--- config.mk ---
export PLATFORM = sky130hd
export DESIGN_NAME = ftdi_tx_stream_arbiter
export DESIGN_NICKNAME = d
export VERILOG_FILES = /design/src/rtl/ftdi_tx_stream_arbiter.sv
export SDC_FILE = /design/constraint.sdc
export NUM_CORES = 1
export LEC_CHECK = 0
export BUFFER_PORTS_ARGS = -buffer_cell sky130_fd_sc_hd__buf_2
export CAP_MARGIN = 20
export CORE_MARGIN = 5
export CORE_UTILIZATION = 35
export DETAILED_ROUTE_END_ITERATION = 6
export PLACE_DENSITY = 0.68
export SKIP_CTS_REPAIR_TIMING = 1
export SLEW_MARGIN = 20
export SYNTH_ARGS = -nofsm -noshare
export SYNTH_HDL_FRONTEND = slang
export SYNTH_SLANG_ARGS = --single-unit
--- constraint.sdc ---
create_clock -name clk -period 2.8 [get_ports clk]
set_input_delay 0.56 -clock clk [delete_from_list [all_inputs] [get_ports clk]]
set_output_delay 0.56 -clock clk [all_outputs]
set_load 0.01 [all_outputs]
--- src/rtl/ftdi_tx_stream_arbiter.sv ---
// Packet-granular round-robin arbiter: shares one 32-bit AXI-stream TX port
// among N_SRC requesters, holding each grant until that packet's tlast beat.
module ftdi_tx_stream_arbiter #(
  parameter int N_SRC = 2,
  parameter int CNT_W = 16
) (
  input  logic                   clk,
  input  logic                   rst,
  input  logic [N_SRC-1:0]       i_tvalid,
  output logic [N_SRC-1:0]       i_tready,
  input  logic [32*N_SRC-1:0]    i_tdata,
  input  logic [4*N_SRC-1:0]     i_tkeep,
  input  logic [N_SRC-1:0]       i_tlast,
  output logic                   o_tvalid,
  input  logic                   o_tready,
  output logic [31:0]            o_tdata,
  output logic [3:0]             o_tkeep,
  output logic                   o_tlast,
  output logic [N_SRC-1:0]       grant,
  output logic                   busy,
  output logic [CNT_W*N_SRC-1:0] pkt_cnt
);

  localparam int PTR_W = $clog2(N_SRC);

  typedef enum logic [0:0] {
    ST_IDLE = 1'b0,
    ST_BUSY = 1'b1
  } state_t;

  state_t                      state_q, state_d;
  logic [N_SRC-1:0]            grant_q, grant_d;
  logic [PTR_W-1:0]            ptr_q, ptr_d;
  logic [N_SRC-1:0][CNT_W-1:0] cnt_q, cnt_d;
  logic [N_SRC-1:0]            win_s;
  logic [PTR_W-1:0]            nxt_ptr_s;
  logic                        found_s;
  logic                        hit_s;
  logic                        eop_s;

  // Round-robin winner: first pass covers sources at or above ptr, second wraps below it.
  always_comb begin
    win_s   = '0;
    found_s = 1'b0;
    hit_s   = 1'b0;
    for (int k = 0; k < N_SRC; k++) begin
      hit_s    = i_tvalid[k] && (PTR_W'(k) >= ptr_q) && !found_s;
      win_s[k] = hit_s;
      found_s  = found_s | hit_s;
    end
    for (int k = 0; k < N_SRC; k++) begin
      hit_s    = i_tvalid[k] && (PTR_W'(k) < ptr_q) && !found_s;
      win_s[k] = win_s[k] | hit_s;
      found_s  = found_s | hit_s;
    end
  end

  // One-hot AND-OR mux keyed only by the registered grant; idle forces zeros.
  always_comb begin
    o_tvalid  = 1'b0;
    o_tdata   = 32'h0000_0000;
    o_tkeep   = 4'h0;
    o_tlast   = 1'b0;
    i_tready  = '0;
    nxt_ptr_s = '0;
    for (int k = 0; k < N_SRC; k++) begin
      o_tvalid    = o_tvalid | (grant_q[k] & i_tvalid[k]);
      o_tdata     = o_tdata | ({32{grant_q[k]}} & i_tdata[32*k +: 32]);
      o_tkeep     = o_tkeep | ({4{grant_q[k]}} & i_tkeep[4*k +: 4]);
      o_tlast     = o_tlast | (grant_q[k] & i_tlast[k]);
      i_tready[k] = grant_q[k] & o_tready;
      nxt_ptr_s   = nxt_ptr_s | ({PTR_W{grant_q[k]}} & PTR_W'((k + 1) % N_SRC));
    end
  end

  assign eop_s = o_tvalid & o_tready & o_tlast;

  // Next-state: arbitrate from IDLE, release grant and bump counter on the last beat.
  always_comb begin
    state_d = state_q;
    grant_d = grant_q;
    ptr_d   = ptr_q;
    cnt_d   = cnt_q;
    case (state_q)
      ST_IDLE: begin
        if (|i_tvalid) begin
          state_d = ST_BUSY;
          grant_d = win_s;
        end else begin
          state_d = ST_IDLE;
          grant_d = '0;
        end
      end
      ST_BUSY: begin
        if (eop_s) begin
          state_d = ST_IDLE;
          grant_d = '0;
          ptr_d   = nxt_ptr_s;
          for (int k = 0; k < N_SRC; k++) begin
            cnt_d[k] = cnt_q[k] + CNT_W'(grant_q[k]);
          end
        end else begin
          state_d = ST_BUSY;
        end
      end
      default: begin
        state_d = ST_IDLE;
        grant_d = '0;
      end
    endcase
  end

  // State registers with synchronous reset; a partial packet is simply dropped.
  always_ff @(posedge clk) begin
    if (rst) begin
      state_q <= ST_IDLE;
      grant_q <= '0;
      ptr_q   <= '0;
      cnt_q   <= '0;
    end else begin
      state_q <= state_d;
      grant_q <= grant_d;
      ptr_q   <= ptr_d;
      cnt_q   <= cnt_d;
    end
  end

  assign grant   = grant_q;
  assign busy    = (state_q == ST_BUSY);
  assign pkt_cnt = cnt_q;

endmodule

==> flow_metrics.env <==
export IMPL_cts_buffers_inserted=5
export IMPL_syn_area_mm2=0.00209
export IMPL_p_per_area_mw_per_mm2=402
export IMPL_via_per_inst=5.40
export IMPL_final_nets=475
export IMPL_status="complete, no violations"
export IMPL_ys_types=30
export IMPL_antenna_found_initial=0
export IMPL_grt_overflow=0
export IMPL_post_drt_wl_per_cell_um=15.8
export IMPL_die_x_um=87.4
export IMPL_fin_tns_setup_ps=0
export IMPL_die_area_mm2=0.00763
export IMPL_worst_slack_ps=601
export IMPL_cap_violations=0
export IMPL_finalCritPeriodShare_pct=78.5
export IMPL_hp_class="reg -> reg"
export IMPL_place_hpwl_um=5670
export IMPL_coreArea_mm2=0.00589
export IMPL_slew_viol_final=0
export IMPL_place_ws_ps=609
export IMPL_worst_pin_slew_ps=522
export IMPL_cts_tree="yes"
export IMPL_yosys_register_bits=36
export IMPL_insertion_delay_ps=290
export IMPL_ir_drop_mv=0.288
export IMPL_initial_core_util_pct=35.6
export IMPL_boundaryPins=154
export IMPL_finalPower_mw=1.22
export IMPL_layout_common_cells="153 x buf_2, 36 x a22o_1, 36 x dfxtp_1, 28 x a21oi_1, 19 x nand2_1"
export IMPL_ys_top_cells_by_area="dfxtp_1 34%, a22o_1 15%, a21oi_1 6.7%"
export IMPL_n_fill_cell=583
export IMPL_area_growth_syn_to_layout_pct=44.4
export IMPL_io_buffers=153
export IMPL_cts_max_path_buffers=2
export IMPL_synth_top_area_cell="dfxtp_1"
export IMPL_clock_fmax_mhz=455
export IMPL_rows=28
export IMPL_grt_start_max_net_pins=43
export IMPL_startpoint_type="flop"
export IMPL_final_common_cell="buf_2"
export IMPL_clock_sink_count=36
export IMPL_seq_area_frac_synth_pct=34.4
export IMPL_firstDrtPassIters=4
export IMPL_setup_violations=0
export IMPL_totalWireLength_um=7400
export IMPL_worstSetupPathType="reg -> reg"
export IMPL_clk_pin_slew_worst_paths_ps=70
export IMPL_antenna_left=0
export IMPL_grt_first_pass_wirelength_um=11100
export IMPL_grt_pass1_vias=2258
export IMPL_min_period_ps=2200
export IMPL_slew_headroom_pct=65.1
export IMPL_postSynthCellCount=249
export IMPL_final_util_pct=51.4
export IMPL_synth_nets=332
export IMPL_syn_area_per_cell_um2=8.41
export IMPL_gp_congestion=0.784
export IMPL_ys_warn_count=0
export IMPL_vias=2527
export IMPL_p_leak_nw=1.45
export IMPL_route_detailed_drc=0
export IMPL_worstSetupEndpointType="flop"
export IMPL_drt_initial_drc_count=72
export IMPL_rsz0062_at_grt="no"
export IMPL_synth_top_area_share_pct=34.4
export IMPL_timing_hold_violations_final=0
export IMPL_cts_root_buf="clkbuf_8"
export IMPL_layout_drive_gt1_share_pct=42.5
export IMPL_fp_dieH_um=87.4
export IMPL_crit_path_max_fanout=42
export IMPL_htree_num_levels=2
export IMPL_critical_path_arrival_ps=2420
export IMPL_cp_required_ps=3020
export IMPL_fin_skew_ps=2.80
export IMPL_grt_use_total_pct=18.3
export IMPL_antenna_cells=0
==> layer usage <==
metal,vias to the layer above,GRT usage (%),wire length (um)
li1,1264,-,-
met2,105,31.8,3670
met3,9,6.43,786
met4,0,5.58,116
met1,1149,20.8,2830
met5,-,0,0
==> flip-flops by register name (all words and copies together) (netlist names) <==
name     cells
pkt_cnt     32
grant        2
busy         1
ptr_q        1
==> kinds of logic (layout without fill, tap and decap cells) <==
family                   after synthesis  in the layout  share of synthesized area [%]
AO/OA/AOI/OAI                         93             93                           32.1
AND/OR/NAND/NOR                       85             85                           23.8
flip-flops                            36             36                           34.4
buffers and inverters                 26            170                           4.84
adder cells (fa/ha/maj)                4              4                           2.39
multiplexers                           3              3                           1.61
XOR/XNOR                               2              2                          0.836
==> Yosys cell counts <==
library cell	number
and4_1	6
or4_1	15
a31oi_1	2
nor2b_1	3
a22o_1	36
and3_1	1
nor3_1	2
o21ai_1	7
or3_1	8
o211a_1	1
o31ai_1	15
buf_2	3
nand4_4	1
a22o_4	2
mux2_1	3
xor2_1	1
nor2_1	8
ha_1	4
buf_1	2
dfxtp_1	36
inv_1	6
o21ai_0	1
a211oi_1	1
nand2_1	19
a21oi_1	28
nand3_1	10
and2_1	4
clkbuf_1	15
nand4_1	8
xnor2_1	1
==> power by group <==
part           switching (mW)  internal (mW)  leakage [nW]
clock network           0.188          0.314        0.0645
logic                  0.0978         0.0960          1.09
registers             0.00481          0.514         0.290
total                   0.291          0.924          1.45
==> through the flow <==
| stage | cells | hold WS, ps | area [um^2] |
|---|---|---|---|
| after floorplan | 249 | 450 | 2090 |
| after global placement | 460 | 458 | 2900 |
| after detailed placement | 460 | 468 | 2900 |
| after CTS | 468 | 479 | 3020 |
| after global routing | 468 | 518 | 3020 |
| final | 468 | 474 | 3020 |
==> final timing paths <==
path,depth (start not counted),start,slack [ps],endpoint
max,5,grant[0],600,pkt_cnt[15]
min,2,pkt_cnt[0],470,pkt_cnt[0]
max reg2reg,5,grant[0],600,pkt_cnt[15]
min reg2reg,2,pkt_cnt[0],470,pkt_cnt[0]
==> final cells by class <==
type / count / area (um^2) / share of cell area, %
inverter: 6 / 22.5 / 0.745
sequential: 36 / 721 / 23.8
clock inverter: 1 / 30.0 / 0.993
timing repair buffer: 156 / 788 / 26.1
multi-input combinational: 187 / 1270 / 42.1
clock buffer: 7 / 96.3 / 3.19
tap: 75 / 93.8 / 3.10
==> worst max-delay path: stages (launching register included) <==
cell,delay [ps]
dfxtp_1,330
buf_4,380
a22o_4,260
nand4_1,410
or4_1,610
a21oi_1,150
Note: power is estimated with default switching activity, not from simulation.
